`src/rtl/hv_pwm_intb_encode.sv`:
```
// HV-side PWM INTB transmitter: turns interrupt level changes into
// pulse-count frames on an idle-high line (1 pulse = assert, 4 = release).
module hv_pwm_intb_encode #(
  parameter int PULSE_CYC = 5,
  parameter int GAP_CYC   = 3,
  parameter int GUARD_CYC = 12,
  parameter int CNT_W     = $clog2(((PULSE_CYC > GAP_CYC)
                                    ? ((PULSE_CYC > GUARD_CYC) ? PULSE_CYC : GUARD_CYC)
                                    : ((GAP_CYC > GUARD_CYC) ? GAP_CYC : GUARD_CYC)) + 1)
) (
  input  logic i_clk,
  input  logic i_rst_n,
  input  logic i_hv_intb_n,
  output logic o_hv_pwm_intb_n,
  output logic o_busy,
  output logic o_sent_intb_n
);

  // Timing values outside these windows would violate the LV decoder's
  // pulse-width / timeout limits, so refuse to elaborate quietly.
  generate
    if (PULSE_CYC < 5 || PULSE_CYC > 7) begin : g_bad_pulse
      $error("hv_pwm_intb_encode: PULSE_CYC=%0d outside 5..7", PULSE_CYC);
    end
    if (GAP_CYC < 2 || GAP_CYC > (8 - PULSE_CYC)) begin : g_bad_gap
      $error("hv_pwm_intb_encode: GAP_CYC=%0d outside 2..%0d", GAP_CYC, 8 - PULSE_CYC);
    end
    if (GUARD_CYC < 10) begin : g_bad_guard
      $error("hv_pwm_intb_encode: GUARD_CYC=%0d below 10", GUARD_CYC);
    end
  endgenerate

  typedef enum logic [1:0] {IDLE, PULSE, GAP, GUARD} state_t;

  localparam logic [CNT_W-1:0] PULSE_END = CNT_W'(PULSE_CYC);
  localparam logic [CNT_W-1:0] GAP_END   = CNT_W'(GAP_CYC);
  localparam logic [CNT_W-1:0] GUARD_END = CNT_W'(GUARD_CYC);
  localparam logic [CNT_W-1:0] CNT_ONE   = CNT_W'(1);

  state_t           state_reg, state_next;
  logic [CNT_W-1:0] cyc_cnt_reg, cyc_cnt_next;
  logic [2:0]       pls_left_reg, pls_left_next;
  logic             line_reg, line_next;
  logic             busy_reg, busy_next;
  logic             sent_reg, sent_next;

  // State and output flops; reset forces the line high immediately.
  always_ff @(posedge i_clk or negedge i_rst_n) begin
    if (!i_rst_n) begin
      state_reg    <= IDLE;
      cyc_cnt_reg  <= '0;
      pls_left_reg <= '0;
      line_reg     <= 1'b1;
      busy_reg     <= 1'b0;
      sent_reg     <= 1'b1;
    end else begin
      state_reg    <= state_next;
      cyc_cnt_reg  <= cyc_cnt_next;
      pls_left_reg <= pls_left_next;
      line_reg     <= line_next;
      busy_reg     <= busy_next;
      sent_reg     <= sent_next;
    end
  end

  // Frame sequencing: each state holds for its cycle count, counter restarts at 1.
  always_comb begin
    state_next    = state_reg;
    cyc_cnt_next  = cyc_cnt_reg;
    pls_left_next = pls_left_reg;
    line_next     = line_reg;
    busy_next     = busy_reg;
    sent_next     = sent_reg;
    case (state_reg)
      IDLE: begin
        line_next    = 1'b1;
        busy_next    = 1'b0;
        cyc_cnt_next = '0;
        // Only the level seen here matters; toggles during a frame are coalesced.
        if (i_hv_intb_n != sent_reg) begin
          state_next    = PULSE;
          line_next     = 1'b0;
          cyc_cnt_next  = CNT_ONE;
          sent_next     = i_hv_intb_n;
          pls_left_next = i_hv_intb_n ? 3'd4 : 3'd1;
          busy_next     = 1'b1;
        end
      end
      PULSE: begin
        if (cyc_cnt_reg == PULSE_END) begin
          line_next    = 1'b1;
          cyc_cnt_next = CNT_ONE;
          if (pls_left_reg > 3'd1) begin
            state_next    = GAP;
            pls_left_next = pls_left_reg - 3'd1;
          end else begin
            state_next = GUARD;
          end
        end else begin
          cyc_cnt_next = cyc_cnt_reg + CNT_ONE;
        end
      end
      GAP: begin
        if (cyc_cnt_reg == GAP_END) begin
          state_next   = PULSE;
          line_next    = 1'b0;
          cyc_cnt_next = CNT_ONE;
        end else begin
          cyc_cnt_next = cyc_cnt_reg + CNT_ONE;
        end
      end
      GUARD: begin
        if (cyc_cnt_reg == GUARD_END) begin
          state_next   = IDLE;
          busy_next    = 1'b0;
          cyc_cnt_next = '0;
        end else begin
          cyc_cnt_next = cyc_cnt_reg + CNT_ONE;
        end
      end
      default: begin
        state_next   = IDLE;
        line_next    = 1'b1;
        busy_next    = 1'b0;
        cyc_cnt_next = '0;
      end
    endcase
  end

  assign o_hv_pwm_intb_n = line_reg;
  assign o_busy          = busy_reg;
  assign o_sent_intb_n   = sent_reg;

endmodule

```
`config.mk`:
```
export PLATFORM = sky130hd
export DESIGN_NAME = hv_pwm_intb_encode
export DESIGN_NICKNAME = d
export VERILOG_FILES = /design/src/rtl/hv_pwm_intb_encode.sv
export SDC_FILE = /design/constraint.sdc
export NUM_CORES = 1
export LEC_CHECK = 0
export ABC_CLOCK_PERIOD_IN_PS = 3300
export BUFFER_PORTS_ARGS = -buffer_cell sky130_fd_sc_hd__buf_2
export CAP_MARGIN = 20
export CORE_AREA = 5 5 42 44
export CTS_CLUSTER_DIAMETER = 30
export DETAILED_ROUTE_END_ITERATION = 12
export DIE_AREA = 0 0 47 49
export PLACE_DENSITY = 0.78
export SYNTH_ARGS = -nofsm -noshare
export SYNTH_HDL_FRONTEND = slang
export SYNTH_SLANG_ARGS = --single-unit
```
`constraint.sdc`:
```
create_clock -name i_clk -period 3.3 [get_ports i_clk]
set_clock_uncertainty 0.2 [all_clocks]
set_input_delay 0.66 -clock i_clk [delete_from_list [all_inputs] [get_ports i_clk]]
set_output_delay 0.66 -clock i_clk [all_outputs]
set_load 0.02 [all_outputs]
```
# == Word level (Yosys, flattened, before mapping) ==
# Cells that the tools add are included.
# classes
n_addsub,2
magnitude_cmp,1
eq_ne,12
mux,23
reduce_logical,9
# op_table
cell,n
$pmux 4 s4,1
$mux 3,4
$mux 4,3
$ne 2x2->1 const B,5
$mux 2,4
$pmux 2 s4,1
$reduce_and 4->1,2
$mux 1,7
$pmux 3 s2,1
$add 4x1->4 const B,1
$eq 2x2->1 const B,2
$eq 4x2->1 const B,1
$eq 4x3->1 const B,1
$eq 4x4->1 const B,1
$reduce_and 2->1,2
$reduce_bool 2->1,2
$gt 3x1->1 const B,1
$pmux 1 s3,1
$reduce_and 3->1,1
$reduce_bool 3->1,1
$sub 3x1->3 const B,1
$eq 2x1->1 const B,1
$logic_not 2->1,1
$pmux 1 s2,1
$ne 1x1->1,1
# totals
ff_bits,12

# == Depth between registers and ports, before layout ==
# Gate-level depths: netlist (run 1).
# depth
depth_word,4
depth_mapped,7

# == Worst setup path after synthesis (run 1) ==
# OpenSTA, ideal clock, no wires.
# synth_timing
path_type,register to register
from,register state_reg[1]
to,register state_reg[0]
setup_time_ps,125
arrival_time_ps,1762
slack_ps,1213
path_stages_with_launch,8
n_path_buf,1
path_cell_list,dfrtp_1 -> inv_1 -> ha_1 -> clkbuf_1 -> nor2_1 -> a311oi_1 -> or3b_4 -> mux2_4
# synth_between
elab_chain_len,3
word_cells_on_any_way,10
# synth_lines
item,line_no,text
from (decl),40,"state_t state_reg, state_next;"
from (signal assigned),57,state_reg <= state_next;
$eq 2x2->1 (tied with other cells),74,case (state_reg)
$ne 2x2->1 (no source line),--,
$reduce_and 4->1 (no source line),--,
# Several ways; a longest one is shown, not always the timed one.
# A chain may end at the register's enable or synchronous reset.

# == Worst setup path in the final report (run 1) ==
# Ends and elaborated chain as after synthesis.

==> run metrics, run 1 <==
clk_lat worst skew 0.27 ns; diode count 0; reg-to-reg critical path endpoint state_reg[0]$_DFFE_PN0P_; Worst VDD drop 0.238 mV; TNS Setup 0 ns; Initial Util 55.6%; Clock transition at path regs 0.08 ns; Clock power frac 43.3%; DRT Wirelength 1420 um; WL per Instance 13.8 um; cts hold-fix bufs 0; max reg flops 4; warnings from Yosys 0; Post-Synthesis Cells 79; Hold Path Class in2async; WS Path Type reg2reg; GR peak layer met2; part of the power in registers 54.4%; DR iter-0 viols 16; Setup violations, final 0; Period minus WS final 2.26 ns; I/O Buffers 5; met3 Use GR 2.21%; max-cap viol count 0; Seq cells post-synth 12; worst reg2reg path startpoint state_reg[1]$_DFFE_PN0P_; Worst Path Max Fanout 11; status completed; initial antenna violation count 0; postcts setup bufs 0; I/O pins 6; first-pass GRT wire length 2520 um; Net Sw Frac 20.2%; Via-to-Cell Ratio 5.61; core area 0.00140 sq mm; clk root buf clkbuf_4; Die H 49 um; R2R setup slack 1.04 ns; Die Span X 47 um; num rows 14; Antenna Violating Nets Remaining 0; pin count of the biggest net entering global routing 13; Reg2Reg Depth 6; Rel. slew slack 74.2%; slowest cell delay on critical path 0.42 ns; fin nets 101; Critical Path Source state_reg[1]$_DFFE_PN0P_; Buf/Inv on CP 2; CP delay by family, top flip-flops; CP endpoint state_reg[0]$_DFFE_PN0P_; die area 0.00230 sq mm; met2 usage 23.8%; CTS tree yes; Post-Syn Area 779 sq um; Leak 0.431 nW; Distinct cells, synth 27; unrepaired setup endpoints after global routing false; layout cells sized above 1 20.7%; Hold WS 0.0447 ns; Max Root-Sink Buffers 2; Final Hold Fails 0; Overflow after GRT 0; CP arrival 2.22 ns; Req. time, crit path 3.26 ns; grt met1 use 18.2%; register area share after synthesis 38.8%; Switching Power 0.0000545 W; DRC Markers 0; post-CTS sizing 0; fmax 443 MHz; GRT Overall Usage 14.7%; detailed placement HPWL 1140 um; slowest cell on the critical path dfrtp_1; CTS buffer count 3; crit path cell chain inv_1 > ha_1 > inv_1 > a311oi_1 > or3b_4 > mux2_4; H-tree depth 1; Logic pwr share 2.2%; worst slew pin tran 0.384 ns; PwrDens 315 mW/mm^2; fin crit share 68.4%; internal power 0.000216 W; Placer Congestion 0.841; Vias 578; Pins Over Slew Limit 0; Syn Area/Cell 9.87 sq um; critical path depth in cells 6; CTS Sinks 12; Crit. End Element flop; TritonRoute pass-1 iters 4; Synth Net Count 92; vias in the first global route 618; crit path launch type flop; Layout area overhead 9.95%; Critical Path Most Common Cell inv_1
## routing by layer
layer | share of wire, % | up-vias | wire (um)
met2 | 50 | 8 | 717
met5 | 0 | - | 0
met4 | 2.7 | 0 | 38
li1 | - | 285 | -
met1 | 44 | 280 | 622
met3 | 3.1 | 5 | 44
## metrics by stage
stage	cell area (sq um)	power (W)	setup WS [ns]	instances	utilization, %
2_1_floorplan	779	0.000151	1.21	79	-
3_3_place_gp	821	0.000156	1.10	99	58.6
3_5_place_dp	821	0.000156	1.07	99	58.6
4_1_cts	857	0.000273	1.06	103	61.2
5_1_grt	857	0.000281	0.910	103	61.2
6_report	857	0.000270	1.04	103	61.2
## kinds of logic after synthesis
group | synth area share (%)
AO/OA/AOI/OAI | 11.7
XOR/XNOR | 4.50
adder cells (fa/ha/maj) | 16.1
buffers and inverters | 5.30
flip-flops | 38.8
multiplexers | 8.67
AND/OR/NAND/NOR | 14.9
## worst min path at each step
| stage | from | to | cells after the start |
|---|---|---|---|
| global placement | o_busy$_DFFE_PN0P_ | o_busy$_DFFE_PN0P_ | 2 |
| CTS | i_rst_n | o_busy$_DFFE_PN0P_ | 1 |
| global route | i_rst_n | pls_left_reg[0]$_DFFE_PN0P_ | 1 |
| floorplan | i_rst_n | cyc_cnt_reg[0]$_DFF_PN0_ | 0 |
| finish | i_rst_n | o_busy$_DFFE_PN0P_ | 1 |
| detailed placement | o_busy$_DFFE_PN0P_ | o_busy$_DFFE_PN0P_ | 2 |
## synth_stat cells
cell type | number | area share (%)
a21oi_1 | 4 | 2.6
a311oi_1 | 1 | 1.1
a32o_1 | 1 | 1.3
a41o_2 | 1 | 1.4
and2_1 | 1 | 0.80
and4bb_2 | 1 | 1.6
clkbuf_1 | 1 | 0.48
dfrtp_1 | 10 | 32
dfstp_2 | 2 | 6.7
ha_1 | 10 | 16
inv_1 | 10 | 4.8
mux2_2 | 2 | 2.9
mux2_4 | 1 | 1.9
mux2i_1 | 3 | 3.9
nand2_1 | 4 | 1.9
nand2b_1 | 1 | 0.80
nand3_1 | 4 | 2.6
nand4b_1 | 1 | 1.1
nor2_1 | 8 | 3.9
o211ai_1 | 1 | 0.96
o21ai_0 | 4 | 2.6
o21bai_1 | 1 | 0.96
o22ai_1 | 1 | 0.80
or2_2 | 1 | 0.80
or3b_4 | 1 | 1.4
xnor2_1 | 2 | 2.2
xor2_1 | 2 | 2.2
## final cells by class
cell class,instances,area (sq um)
clock buffers,4,36.3
fillers,123,544
repair buffers,5,25.0
multi-input cells,56,435
well taps,16,20.0
inverters,10,37.5
flip-flops and latches,12,303
## cells in the final DEF (no fill, tap or decap), types with 3 or more instances in the layout
cell type,instances
nor2_1,8
dfrtp_1,10
ha_1,10
o21ai_0,4
a21oi_1,4
mux2i_1,3
inv_1,10
nand2_1,4
clkbuf_4,3
nand3_1,4
buf_2,5
## power by group through the flow
stage                     registers, W   logic (W)  clock network, W
after floorplan               0.000150  0.00000148                 0
final                         0.000147  0.00000606          0.000117
after CTS                     0.000147  0.00000632          0.000120
after global placement        0.000150  0.00000608                 0
after detailed placement      0.000150  0.00000625                 0
after global routing          0.000147  0.00000709          0.000127
Note: power is estimated with default switching activity, not from simulation.
==> run 2: changes to the inputs <==
==> config.mk (replaced) <==
export PLATFORM = sky130hd
export DESIGN_NAME = hv_pwm_intb_encode
export DESIGN_NICKNAME = d
export VERILOG_FILES = /design/src/rtl/hv_pwm_intb_encode.sv
export SDC_FILE = /design/constraint.sdc
export NUM_CORES = 1
export LEC_CHECK = 0
export ABC_CLOCK_PERIOD_IN_PS = 2300
export BUFFER_PORTS_ARGS = -buffer_cell sky130_fd_sc_hd__buf_2
export CAP_MARGIN = 20
export CORE_MARGIN = 5
export CORE_UTILIZATION = 56
export CTS_CLUSTER_DIAMETER = 30
export DETAILED_ROUTE_END_ITERATION = 12
export PLACE_DENSITY = 0.75
export SYNTH_ARGS = -nofsm -noshare
export SYNTH_HDL_FRONTEND = slang
export SYNTH_SLANG_ARGS = --single-unit
==> constraint.sdc (replaced) <==
create_clock -name i_clk -period 2.3 [get_ports i_clk]
set_clock_uncertainty 0.2 [all_clocks]
set_input_delay 0.46 -clock i_clk [delete_from_list [all_inputs] [get_ports i_clk]]
set_output_delay 0.46 -clock i_clk [all_outputs]
set_load 0.02 [all_outputs]
==> run metrics, run 2 (synthesis results as in run 1) <==
clk root buf clkbuf_4; CTS tree yes; Final Hold Fails 0; WL per Instance 15.5 um; Finished Core Util 67.7%; initial antenna violation count 0; clk_lat worst skew 0.27 ns; Clock transition at path regs 0.08 ns; Leak 0.445 nW; diode count 0; TritonRoute pass-1 iters 4; PwrDens 440 mW/mm^2; pre-CTS setup slack 0.127 ns; Hold Path Class in2reg; layout cells sized above 1 22.2%; Setup violations, final 0; Overflow after GRT 0; Placed Area 835 sq um; Max Root-Sink Buffers 2; vias in the first global route 609; max-cap viol count 0; slowest cell on the critical path dfrtp_1; num rows 13; WS Path Type reg2reg; setup ws final 0.0890 ns; placed insts 100; Design Area, Final 881 sq um; die area 0.00224 sq mm; H-tree depth 1; Period minus WS final 2.21 ns; status completed; detailed placement HPWL 1200 um; I/O pins 6; Initial Util 59.9%; CTS buffer count 3; CTS Sinks 12; GRT Overall Usage 17.5%; Worst Path Max Fanout 4; slowest cell delay on critical path 0.42 ns; fmax 452 MHz; Pins Over Slew Limit 0; worst slew pin tran 0.372 ns; Placer Congestion 0.854; pin count of the biggest net entering global routing 13; first-pass GRT wire length 2670 um; CP arrival 2.17 ns; CP delay by family, top simple AND/OR/NAND/NOR gates; Die H 47.3 um; core area 0.00130 sq mm; crit path launch type flop; max reg flops 4; Req. time, crit path 2.26 ns; Buf/Inv on CP 1; fin nets 104; Vias 604; post-CTS sizing 0; DRT Wirelength 1630 um; Antenna Violating Nets Remaining 0; Die Span X 47.3 um; crit path cell chain inv_1 > ha_1 > and4bb_2 > a311oi_1 > or3b_4 > mux2_4; Via-to-Cell Ratio 5.75; unrepaired setup endpoints after global routing false; Rel. slew slack 75.0%; final std cells w/o fill 105; I/O Buffers 5; Crit. End Element flop; Layout area overhead 13.0%; most frequent cells in the layout inv_1, ha_1, dfrtp_1; Worst VDD drop 0.347 mV; DRC Markers 0; fin crit share 96.1%; DR iter-0 viols 17; TNS Setup 0 ns
## run 2: cell count changes in the layout (fill, tap and decap cells not counted)
cell / previous run / this run
dlygate4sd3_1: 0 / 1
buf_4: 0 / 2
## run 2: per-stage QoR
step / power [W] / hold WS (ns)
floorplan: 0.000217 / -0.0356
global placement: 0.000224 / 0.146
detailed placement: 0.000224 / 0.148
CTS: 0.000391 / 0.261
global route: 0.000407 / 0.270
finish: 0.000388 / 0.272
## run 2: power breakdown
part | switching (W) | internal [W] | leakage (nW)
logic | 0.00000675 | 0.00000336 | 0.278
clock network | 0.0000706 | 0.0000961 | 0.0210
registers | 0 | 0.000211 | 0.146
total | 0.0000774 | 0.000310 | 0.445
## run 2: cell type report
cell class | count | area, sq um
Tap cell | 15 | 18.8
Fill cell | 101 | 420
Clock buffer | 4 | 36.3
Timing Repair Buffer | 8 | 50.0
Multi-Input combinational cell | 56 | 435
Sequential cell | 12 | 303
Inverter | 10 | 37.5
## run 2: path summary, 6_finish.rpt
path / startpoint / endpoint / slack [ns] / cells after the start
setup / recovery: state_reg[0]$_DFFE_PN0P_ / state_reg[0]$_DFFE_PN0P_ / 0.09 / 6
hold / removal: i_hv_intb_n / o_sent_intb_n$_DFFE_PN1P_ / 0.27 / 2
setup reg to reg: state_reg[0]$_DFFE_PN0P_ / state_reg[0]$_DFFE_PN0P_ / 0.09 / 6
hold reg to reg: o_busy$_DFFE_PN0P_ / o_busy$_DFFE_PN0P_ / 0.39 / 2
max in group asynchronous: i_rst_n / o_sent_intb_n$_DFFE_PN1P_ / 1.22 / 2
min in group asynchronous: i_rst_n / cyc_cnt_reg[3]$_DFF_PN0_ / 0.41 / 2
## run 2: metal layers
metal	vias up	track usage [%]	part of all wire, %
li1	291	-	-
met1	290	22.4	47
met2	19	27.0	48
met3	4	3.83	3.1
met4	0	9.94	1.9
met5	-	0	0
## run 2: worst reg2reg max path, delay by kind of cell (launching register included)
family                     cells  cell delay [ns]
muxes                          1             0.29
buffers and inverters          1             0.12
and+or+nand+nor                2             0.48
AOI/OAI and AO/OA              1             0.37
adders and majority gates      1             0.21
DFF                            1             0.42
## run 2: timing repair
action | CTS | global route
endpoints found under the hold margin | 10 | 0
setup buffers | 0 | 0
hold buffers | 1 | 0
